`src/rtl/branch_predict_unit_pkg.sv`:
```
// Shared MIPS constants for branch resolution and prediction: branch codes,
// 2-bit counter states and the saturating counter step.
package branch_predict_unit_pkg;

    typedef enum logic [2:0] {
        BRANCH_OFF  = 3'd0,
        BRANCH_BEQ  = 3'd1,
        BRANCH_BNE  = 3'd2,
        BRANCH_BLEZ = 3'd3,
        BRANCH_BGTZ = 3'd4,
        BRANCH_BLTZ = 3'd5,
        BRANCH_BGEZ = 3'd6
    } branch_t;

    localparam logic [1:0] SNT = 2'b00;
    localparam logic [1:0] WNT = 2'b01;
    localparam logic [1:0] WT  = 2'b10;
    localparam logic [1:0] ST  = 2'b11;

    // Code 7 is reserved and, like OFF, never counts as a resolve event.
    function automatic logic is_resolve_code(input logic [2:0] code);
        return (code >= BRANCH_BEQ) && (code <= BRANCH_BGEZ);
    endfunction

    function automatic logic [1:0] counter_next(input logic [1:0] cur, input logic taken);
        logic [1:0] nxt;
        nxt = cur;
        if (taken && (cur != ST))
            nxt = cur + 2'd1;
        else if (!taken && (cur != SNT))
            nxt = cur - 2'd1;
        return nxt;
    endfunction

endpackage

```
`src/rtl/branch_predict_unit_if.sv`:
```
// Execute-stage resolve bus between the EX pipeline register and the branch unit.
interface branch_predict_unit_if #(
    parameter int DATA_WIDTH = 32,
    parameter int PC_WIDTH   = 32
);
    // No ready: the unit accepts every cycle; validInput qualifies one instruction
    // per cycle and upstream drops it while EX is stalled. Results follow one edge later.
    logic                  validInput;
    logic [2:0]            branchInput;
    logic [DATA_WIDTH-1:0] rsInput;
    logic [DATA_WIDTH-1:0] rtInput;
    logic [PC_WIDTH-1:0]   pcInput;
    logic [PC_WIDTH-1:0]   targetInput;
    logic                  predictedTakenInput;
    logic                  branchTakenOutput;
    logic                  mispredictOutput;
    logic [PC_WIDTH-1:0]   redirectPcOutput;

    modport master (
        output validInput, branchInput, rsInput, rtInput, pcInput, targetInput,
               predictedTakenInput,
        input  branchTakenOutput, mispredictOutput, redirectPcOutput
    );

    modport slave (
        input  validInput, branchInput, rsInput, rtInput, pcInput, targetInput,
               predictedTakenInput,
        output branchTakenOutput, mispredictOutput, redirectPcOutput
    );
endinterface

```
`src/rtl/branch_predict_unit_branch_condition.sv`:
```
// Combinational MIPS branch condition evaluation on full-width operands.
module branch_condition
    import branch_predict_unit_pkg::*;
#(
    parameter int DATA_WIDTH = 32
) (
    input  logic [2:0]            branch,
    input  logic [DATA_WIDTH-1:0] rs,
    input  logic [DATA_WIDTH-1:0] rt,
    output logic                  taken
);
    logic rs_neg;
    logic rs_zero;

    always_comb begin
        rs_neg  = rs[DATA_WIDTH-1];
        rs_zero = (rs == '0);
        taken   = 1'b0;
        // Sign tests look only at rs; rt matters for the equality pair alone.
        case (branch)
            BRANCH_BEQ:  taken = (rs == rt);
            BRANCH_BNE:  taken = (rs != rt);
            BRANCH_BLEZ: taken = rs_neg || rs_zero;
            BRANCH_BGTZ: taken = !rs_neg && !rs_zero;
            BRANCH_BLTZ: taken = rs_neg;
            BRANCH_BGEZ: taken = !rs_neg;
            default:     taken = 1'b0;
        endcase
    end
endmodule

```
`src/rtl/branch_predict_unit.sv`:
```
// EX-stage branch resolution with a 2-bit counter table read by Fetch,
// registered mispredict redirect and saturating branch statistics.
module branch_predict_unit
    import branch_predict_unit_pkg::*;
#(
    parameter int         DATA_WIDTH   = 32,
    parameter int         PC_WIDTH     = 32,
    parameter int         BHT_ENTRIES  = 16,
    parameter logic [1:0] COUNTER_INIT = 2'b01,
    parameter int         COUNT_WIDTH  = 16
) (
    input  logic                   clock,
    input  logic                   reset,
    input  logic [PC_WIDTH-1:0]    fetchPcInput,
    output logic                   predictTakenOutput,
    branch_predict_unit_if.slave   ex,
    output logic [COUNT_WIDTH-1:0] branchCountOutput,
    output logic [COUNT_WIDTH-1:0] mispredictCountOutput
);
    localparam int IDX = $clog2(BHT_ENTRIES);

    logic [1:0]             bht [BHT_ENTRIES];
    logic [IDX-1:0]         fetch_idx;
    logic [IDX-1:0]         ex_idx;
    logic                   event_valid;
    logic                   cond_taken;
    logic                   mispredict;
    logic [PC_WIDTH-1:0]    next_pc;
    logic                   taken_q;
    logic                   mispredict_q;
    logic [PC_WIDTH-1:0]    redirect_q;
    logic [COUNT_WIDTH-1:0] branch_count;
    logic [COUNT_WIDTH-1:0] mispredict_count;
    logic                   unused_fetch_bits;

    branch_condition #(.DATA_WIDTH(DATA_WIDTH)) u_cond (
        .branch (ex.branchInput),
        .rs     (ex.rsInput),
        .rt     (ex.rtInput),
        .taken  (cond_taken)
    );

    assign fetch_idx         = fetchPcInput[IDX+1:2];
    assign ex_idx            = ex.pcInput[IDX+1:2];
    assign unused_fetch_bits = ^{fetchPcInput[PC_WIDTH-1:IDX+2], fetchPcInput[1:0]};

    // Reads the table directly, so a same-cycle update to this entry is not seen yet.
    assign predictTakenOutput = bht[fetch_idx][1];

    always_comb begin
        event_valid = ex.validInput && is_resolve_code(ex.branchInput);
        mispredict  = event_valid && (cond_taken != ex.predictedTakenInput);
        next_pc     = cond_taken ? ex.targetInput : ex.pcInput + PC_WIDTH'(4);
    end

    always_ff @(posedge clock or negedge reset) begin
        if (!reset) begin
            for (int i = 0; i < BHT_ENTRIES; i++)
                bht[i] <= COUNTER_INIT;
        end else if (event_valid) begin
            bht[ex_idx] <= counter_next(bht[ex_idx], cond_taken);
        end
    end

    always_ff @(posedge clock or negedge reset) begin
        if (!reset) begin
            taken_q          <= 1'b0;
            mispredict_q     <= 1'b0;
            redirect_q       <= '0;
            branch_count     <= '0;
            mispredict_count <= '0;
        end else begin
            taken_q      <= event_valid && cond_taken;
            mispredict_q <= mispredict;
            redirect_q   <= mispredict ? next_pc : '0;
            if (event_valid && (branch_count != '1))
                branch_count <= branch_count + COUNT_WIDTH'(1);
            if (mispredict && (mispredict_count != '1))
                mispredict_count <= mispredict_count + COUNT_WIDTH'(1);
        end
    end

    assign ex.branchTakenOutput  = taken_q;
    assign ex.mispredictOutput   = mispredict_q;
    assign ex.redirectPcOutput   = redirect_q;
    assign branchCountOutput     = branch_count;
    assign mispredictCountOutput = mispredict_count;
endmodule
```
`src/flat_wrapper.sv`:
```
// flat-port wrapper written by rule: the top's interface ports become plain ports
module branch_predict_unit_flat import branch_predict_unit_pkg::*;
#(
    parameter int         DATA_WIDTH   = 32,
    parameter int         PC_WIDTH     = 32,
    parameter int         BHT_ENTRIES  = 16,
    parameter logic [1:0] COUNTER_INIT = 2'b01,
    parameter int         COUNT_WIDTH  = 16
)
  (clock, reset, fetchPcInput, predictTakenOutput, branchCountOutput, mispredictCountOutput, ex_validInput, ex_branchInput, ex_rsInput, ex_rtInput, ex_pcInput, ex_targetInput, ex_predictedTakenInput, ex_branchTakenOutput, ex_mispredictOutput, ex_redirectPcOutput);
  branch_predict_unit_if #(.DATA_WIDTH(DATA_WIDTH), .PC_WIDTH(PC_WIDTH)) ex_i ();
  input  logic clock;
  input  logic reset;
  input  logic [PC_WIDTH-1:0] fetchPcInput;
  output logic predictTakenOutput;
  output logic [COUNT_WIDTH-1:0] branchCountOutput;
  output logic [COUNT_WIDTH-1:0] mispredictCountOutput;
  input wire logic [$bits(ex_i.validInput)-1:0] ex_validInput;
  input wire logic [$bits(ex_i.branchInput)-1:0] ex_branchInput;
  input wire logic [$bits(ex_i.rsInput)-1:0] ex_rsInput;
  input wire logic [$bits(ex_i.rtInput)-1:0] ex_rtInput;
  input wire logic [$bits(ex_i.pcInput)-1:0] ex_pcInput;
  input wire logic [$bits(ex_i.targetInput)-1:0] ex_targetInput;
  input wire logic [$bits(ex_i.predictedTakenInput)-1:0] ex_predictedTakenInput;
  output wire logic [$bits(ex_i.branchTakenOutput)-1:0] ex_branchTakenOutput;
  output wire logic [$bits(ex_i.mispredictOutput)-1:0] ex_mispredictOutput;
  output wire logic [$bits(ex_i.redirectPcOutput)-1:0] ex_redirectPcOutput;
  assign ex_i.validInput = ex_validInput;
  assign ex_i.branchInput = ex_branchInput;
  assign ex_i.rsInput = ex_rsInput;
  assign ex_i.rtInput = ex_rtInput;
  assign ex_i.pcInput = ex_pcInput;
  assign ex_i.targetInput = ex_targetInput;
  assign ex_i.predictedTakenInput = ex_predictedTakenInput;
  assign ex_branchTakenOutput = ex_i.branchTakenOutput;
  assign ex_mispredictOutput = ex_i.mispredictOutput;
  assign ex_redirectPcOutput = ex_i.redirectPcOutput;
  branch_predict_unit #(.DATA_WIDTH(DATA_WIDTH), .PC_WIDTH(PC_WIDTH), .BHT_ENTRIES(BHT_ENTRIES), .COUNTER_INIT(COUNTER_INIT), .COUNT_WIDTH(COUNT_WIDTH)) u_core (.clock(clock), .reset(reset), .fetchPcInput(fetchPcInput), .predictTakenOutput(predictTakenOutput), .ex(ex_i), .branchCountOutput(branchCountOutput), .mispredictCountOutput(mispredictCountOutput));
endmodule
```
`config.mk`:
```
export PLATFORM = sky130hd
export DESIGN_NAME = branch_predict_unit_flat
export DESIGN_NICKNAME = d
export VERILOG_FILES = /design/src/rtl/branch_predict_unit_pkg.sv /design/src/rtl/branch_predict_unit_if.sv /design/src/rtl/branch_predict_unit_branch_condition.sv /design/src/rtl/branch_predict_unit.sv /design/src/flat_wrapper.sv
export SDC_FILE = /design/constraint.sdc
export NUM_CORES = 1
export LEC_CHECK = 0
export CORE_ASPECT_RATIO = 0.7
export CORE_MARGIN = 2
export CORE_UTILIZATION = 43
export DETAILED_ROUTE_END_ITERATION = 12
export PLACE_DENSITY_LB_ADDON = 0.08
export SYNTH_ARGS = -nofsm -noshare
export SYNTH_HDL_FRONTEND = slang
export SYNTH_SLANG_ARGS = --single-unit
export TNS_END_PERCENT = 1
```
`constraint.sdc`:
```
create_clock -name clock -period 2.97 [get_ports clock]
set_clock_uncertainty 0.2 [all_clocks]
set_input_delay 0.4455 -clock clock [delete_from_list [all_inputs] [get_ports clock]]
set_output_delay 0.4455 -clock clock [all_outputs]
set_load 0.05 [all_outputs]
```
==> impl_metrics.json, run 1 <==
{
  "r2r-end": "u_core.bht[3]",
  "nFillCells": 959,
  "ys.flop_type": "dfrtp_1",
  "synth_area_per_cell_sq_um": 10.5,
  "grt_overflow_total": 0,
  "syn-num-nets": 706,
  "min_path_type": "flip-flop to flip-flop",
  "met3_usage": 0.0515,
  "outcome": "finished, violations left",
  "cts_tree": "done",
  "num_rows": 34,
  "vias_per_cell": 5.31,
  "place_ws_ps": -752,
  "rsz0062_at_grt": "yes",
  "whs_endpoint": "u_core.bht[24]",
  "fmax_ghz": 0.330,
  "drtIter0Drc": 308,
  "reg2reg_depth": 8,
  "critPathCaptureType": "flip-flop",
  "synth_edf_count": 0,
  "cts_htree_levels": 3,
  "grt_pass1_wl_um": 27000,
  "root_buffer": "clkbuf_16",
  "busiest_layer": "met2",
  "min_period_over_period": 1.02,
  "routed_wl_um": 17000,
  "setup_ws_ps": -58.4,
  "peakVddDrop_mv": 0.710,
  "cap_violations": 0,
  "worstMarginPinSlew_ps": 720,
  "slew_viol_final": 0,
  "pin_count": 234,
  "regArea_sq_um": 2470,
  "hp-start": "u_core.bht[24]",
  "netlist_area_sq_um": 5560,
  "rr_startpoint": "u_core.bht[27]",
  "final_nets": 965,
  "use_met2": 0.393,
  "synth_cell_types": 50,
  "post-route-min-period_ps": 3030,
  "worst-r2r-setup-slack_ps": 170,
  "diodes": 0,
  "synthCells": 531,
  "layout-drive-gt1-share": 0.220,
  "antenna_found_initial": 0,
  "final_common_cell": "clkdlybuf4s50_1",
  "setup_violations": 7,
  "wl_per_cell_um": 17.7,
  "initial_utilization": 0.445,
  "hold_path_depth": 2,
  "powerDensity_nw_per_um2": 665,
  "drt_first_pass_iters": 5,
  "core_area_sq_um": 12500,
  "layout_common_cells": "clkdlybuf4s50_1, dfrtp_1, xor2_1",
  "gp_congestion": 0.857,
  "p_leak_uw": 0.00376,
  "die_y_um": 99.2,
  "clk_latency_ps": 350,
  "grt_max_degree": 57,
  "hold_viol": 0,
  "antenna_left": 0,
  "vias": 5077,
  "dieArea_sq_um": 13900,
  "synth-seq-cells": 98,
  "syn_to_final_growth_pct": 58.3,
  "crit_required_ps": 3000,
  "seq_area_frac_synth": 0.444,
  "finalPower_uw": 5850,
  "met1_usage": 0.349,
  "drc": 0,
  "yosysWarnings": 0,
  "grt_pass1_vias": 5198,
  "fp.dieW_um": 140,
  "relSlewSlack": 0.520,
  "cts_made_buffers": 9,
  "cts.sinks": 98,
  "hpwl_um": 13200,
  "start_kind": "input pin",
  "worst-setup-path-type": "input pin to flip-flop",
  "worstPathMaxFanout": 3,
  "critPathArrivalTime_ps": 3060,
  "portBuffers": 205,
  "grt_use_total": 0.245,
  "violations": "setup timing",
  "multi_input_area_sq_um": 3150,
  "cts.path.max_buffers": 2,
  "clk_pin_slew_ps": 70,
  "async_reset_ff_frac": 1.00
}
-- sequential cells by signal (all words and copies together), names as in the netlist --
register and flops:
u_core.bht 32, u_core.branchCountOutput 16, u_core.ex.branchTakenOutput 1, u_core.ex.mispredictOutput 1, u_core.ex.redirectPcOutput 32, u_core.mispredictCountOutput 16
-- synth_stat cells (2+ instances only) --
cell | count | share of area
a211oi_1 | 28 | 0.038
a21oi_1 | 3 | 0.0027
and3_1 | 10 | 0.011
and4_1 | 7 | 0.011
buf_2 | 5 | 0.0045
buf_4 | 3 | 0.0040
clkbuf_1 | 9 | 0.0061
dfrtp_1 | 82 | 0.37
dfstp_2 | 16 | 0.076
ha_1 | 8 | 0.018
inv_1 | 16 | 0.011
mux2_1 | 2 | 0.0040
mux2_2 | 18 | 0.036
mux2i_1 | 3 | 0.0054
mux4_2 | 15 | 0.061
nand2_1 | 56 | 0.038
nand3_1 | 20 | 0.018
nand4_1 | 10 | 0.011
nor2_1 | 50 | 0.034
nor2b_1 | 2 | 0.0022
nor3_1 | 13 | 0.012
nor3b_1 | 2 | 0.0027
nor4_1 | 20 | 0.022
nor4b_1 | 3 | 0.0047
o211ai_1 | 2 | 0.0027
o21ai_0 | 2 | 0.0018
o21ai_1 | 19 | 0.017
or3_1 | 2 | 0.0022
xnor2_1 | 20 | 0.031
xor2_1 | 65 | 0.10
-- through the flow --
stage,hold slack (ps),instance area [sq um],std cells,util,TNS [ps]
after CTS,267,8700,957,0.696,-10.1
after detailed placement,256,8220,935,0.658,-47150
after floorplan,-50.1,5570,531,-,0
final,267,8800,957,0.704,-99.3
after global routing,290,8800,957,0.704,-2130
after global placement,250,8220,935,0.658,-44420
-- critical path, cell delays in order --
cell and delay [ps]:
clkdlybuf4s50_1 420, xor2_1 160, nor4_2 350, nand4_1 210, or4_4 500, a31oi_4 230, nor2_4 60, or4b_4 530
xnor2_2 150
-- area by class of cell --
cell class,instances,area share
Tap cell,162,0.0230
Clock buffer,11,0.0264
Inverter,18,0.00767
Sequential cell,98,0.281
Timing Repair Buffer,267,0.295
Multi-Input combinational cell,396,0.358
Clock inverter,5,0.00910
-- worst max-delay path by stage --
stage,startpoint,depth (start not counted),end,slack (ps)
global placement,ex_rsInput[25],10,u_core.bht[17],-670
detailed placement,ex_rsInput[25],10,u_core.bht[7],-750
floorplan,ex_pcInput[2],9,u_core.bht[11],30
global route,ex_rtInput[16],11,u_core.mispredictCountOutput[4],-110
CTS,ex_rtInput[24],9,u_core.mispredictCountOutput[7],-10
finish,ex_rtInput[16],9,u_core.mispredictCountOutput[7],-60
-- report_power, final --
group | internal [uW] | switching (uW)
clock | 737 | 497
sequential | 1750 | 309
combinational | 1210 | 1340
total | 3700 | 2150
-- routing by layer --
| layer | part of all wire | vias to the layer above | wire length (um) |
|---|---|---|---|
| met4 | 0.012 | 0 | 197 |
| met2 | 0.46 | 174 | 7880 |
| met1 | 0.46 | 2468 | 7840 |
| met3 | 0.061 | 22 | 1030 |
| li1 | - | 2413 | - |
| met5 | 0 | - | 0 |
-- kinds of logic after synthesis --
kind of cell / synth area share
simple gates: 0.179
flops: 0.444
xor+xnor: 0.142
compound gates: 0.0785
mux: 0.109
buf+inv: 0.0295
fa+ha+maj: 0.0180
-- repair_timing --
item                       in CTS  in global routing
resized for setup              69                 21
cloned                          1                  0
setup endpoints to repair      80                 80
hold endpoints to repair       44                  0
hold buffers                    1                  0
setup buffers                   4                  0
pin swaps                      19                  4
No activity file was read; power rests on OpenSTA's default activity.
==> run 2, diff against run 1 <==
--- a/config.mk
+++ b/config.mk
@@ -9,6 +9,7 @@
 export CORE_MARGIN = 2
 export CORE_UTILIZATION = 43
 export DETAILED_ROUTE_END_ITERATION = 12
+export GPL_TIMING_DRIVEN = 0
 export PLACE_DENSITY_LB_ADDON = 0.08
 export SYNTH_ARGS = -nofsm -noshare
 export SYNTH_HDL_FRONTEND = slang
==> run 2 against run 1 <==
Effect of this change:
- the flow now finishes without violations
- register-to-register slack got worse by 50 ps
- non-clock buffer count down 29
- count of clock-buffer cells in the layout fell by 1
- final cell count shrank 3.0%
- global-route usage shrank 0.55 points
- worst hold slack got worse by 8.0 ps
- utilization down 1.8 points
- via count down 3.4%
- die area did not move
- cell area fell by 2.6%
- first-iteration DRC count fell by 12%
- clock power grew 4%
- critical endpoint is now u_core.ex.redirectPcOutput[14]
- largest cell class unchanged
- highest routed layer unchanged
==> impl_metrics.json, run 2 (synthesis gave the netlist of run 1 again) <==
{
  "cts.sinks": 98,
  "root_buffer": "clkbuf_16",
  "start_kind": "input pin",
  "cts.path.max_buffers": 2,
  "fmax_ghz": 0.340,
  "cts_htree_levels": 3,
  "core_area_sq_um": 12500,
  "worst-path-buf-inv": 4,
  "grt_use_total": 0.240,
  "gp_congestion": 0.857,
  "initial_utilization": 0.445,
  "relSlewSlack": 0.611,
  "rsz0062_at_grt": "yes",
  "worstMarginPinSlew_ps": 583,
  "grt_pass1_wl_um": 26200,
  "hpwl_um": 13100,
  "clk_pin_slew_ps": 70,
  "worst-setup-path-type": "input pin to flip-flop",
  "die_y_um": 99.2,
  "pin_count": 234,
  "setup_violations": 0,
  "cap_violations": 0,
  "critPathMaxStageDelay_ps": 570,
  "hold_ws_ps": 259,
  "routed_wl_um": 16800,
  "outcome": "finished, final reports clean",
  "drt_first_pass_iters": 4,
  "antenna_left": 0,
  "drtIter0Drc": 272,
  "portBuffers": 204,
  "crit_required_ps": 3010,
  "vias_per_cell": 5.28,
  "layout_common_cells": "clkdlybuf4s50_1, dfrtp_1, xor2_1",
  "peakVddDrop_mv": 0.543,
  "wl_per_cell_um": 18.1,
  "fp.dieW_um": 140,
  "p_leak_uw": 0.00383,
  "clk_latency_ps": 340,
  "critPathArrivalTime_ps": 2980,
  "slowest_stage": "or4_4",
  "powerDensity_nw_per_um2": 674,
  "diodes": 0,
  "num_rows": 34,
  "hold_viol": 0,
  "critPathTopFamily": "simple AND/OR/NAND/NOR gates",
  "syn_to_final_growth_pct": 54.1,
  "slew_viol_final": 0,
  "cts_tree": "done",
  "antenna_found_initial": 0,
  "wl_met1_um": 8000,
  "grt_max_degree": 66,
  "dieArea_sq_um": 13900,
  "wl_met2_um": 7790,
  "drc": 0,
  "final_nets": 936,
  "vias": 4903,
  "min_path_type": "flip-flop to flip-flop",
  "worstPathMaxFanout": 10,
  "routed.top_layer": "met4",
  "worst-r2r-setup-slack_ps": 120,
  "fin_setup_tns_ps": 0,
  "path_cells": "dlygate4sd2_1 > xor2_1 > nor4_2 > nand4_1 > or4_4 > nand3_4 > buf_8 > buf_2 > buf_4 > nor2_1 > a211oi_2",
  "final_common_cell": "clkdlybuf4s50_1",
  "critPathCaptureType": "flip-flop",
  "layout-drive-gt1-share": 0.178,
  "wl_met3_um": 801,
  "grt_overflow_total": 0,
  "grt_pass1_vias": 5020,
  "post-route-min-period_ps": 2940,
  "min_period_over_period": 0.991,
  "cts_made_buffers": 9
}
## run 2: cell types whose count changed in the layout (fill, tap and decap cells not counted), moves of 4 or more
cell and delta:
buf_6 +6, dlymetal6s2s_1 +30, buf_12 -7, nor3_1 +7, clkdlybuf4s50_1 -14, nor3_2 -7, dlygate4sd2_1 -18, a211oi_1 +7
a211oi_2 -7, buf_4 -38, nor4_1 -4
## run 2: repair_timing
action / in CTS / in global routing
hold buffers: 1 / 0
hold endpoints to repair: 31 / 0
setup endpoints to repair: 83 / 81
gates cloned: 0 / 1
pin swaps: 14 / 22
buffers inserted: 5 / 7
resized for setup: 55 / 78
## run 2: final timing paths
check	start	cells past startpoint	endpoint
min in group asynchronous	reset	2	u_core.branchCountOutput[8]
setup / recovery	ex_rsInput[29]	11	u_core.ex.redirectPcOutput[14]
setup reg to reg	u_core.bht[1]	10	u_core.bht[9]
hold / removal	u_core.bht[12]	2	u_core.bht[12]
hold reg to reg	u_core.bht[12]	2	u_core.bht[12]
max in group asynchronous	reset	3	u_core.bht[30]
## run 2: per-stage QoR
stage,setup WS (ps),cell area [sq um],power [uW],cells,util
detailed placement,-1160,7840,4210,898,0.626
floorplan,25.2,5570,3380,531,-
global placement,-2340,7810,4110,897,0.624
global route,-34.1,8570,6060,928,0.685
finish,25.5,8570,5780,928,0.685
CTS,-67.1,8290,5580,920,0.662
## run 2: worst reg2reg max path, stage by stage (launching register included)
cell and delay, ps:
dfrtp_1 390, mux4_2 480, mux4_2 560, clkinv_1 120, ha_4 150, inv_1 60
a21oi_2 130, a2bb2oi_2 70, buf_4 170, buf_6 140, mux2_2 260
## run 2: layout make-up
cell class	count	area [sq um]
fillers	990	3930
multi-input cells	396	3120
flip-flops and latches	98	2470
repair buffers	219	2220
clock buffers	10	239
well taps	162	203
plain buffers	19	160
clock inverters	6	88.8
inverters	18	67.6
## run 2: layer usage
metal	track usage	vias to the layer above
met5	0	-
met4	0.0531	0
met3	0.0506	18
met2	0.381	135
met1	0.343	2390
li1	-	2360
## run 2: report_power, final
| part | switching, uW | internal (uW) |
|---|---|---|
| Sequential | 275 | 1750 |
| Combinational | 1330 | 1140 |
| Clock | 518 | 763 |
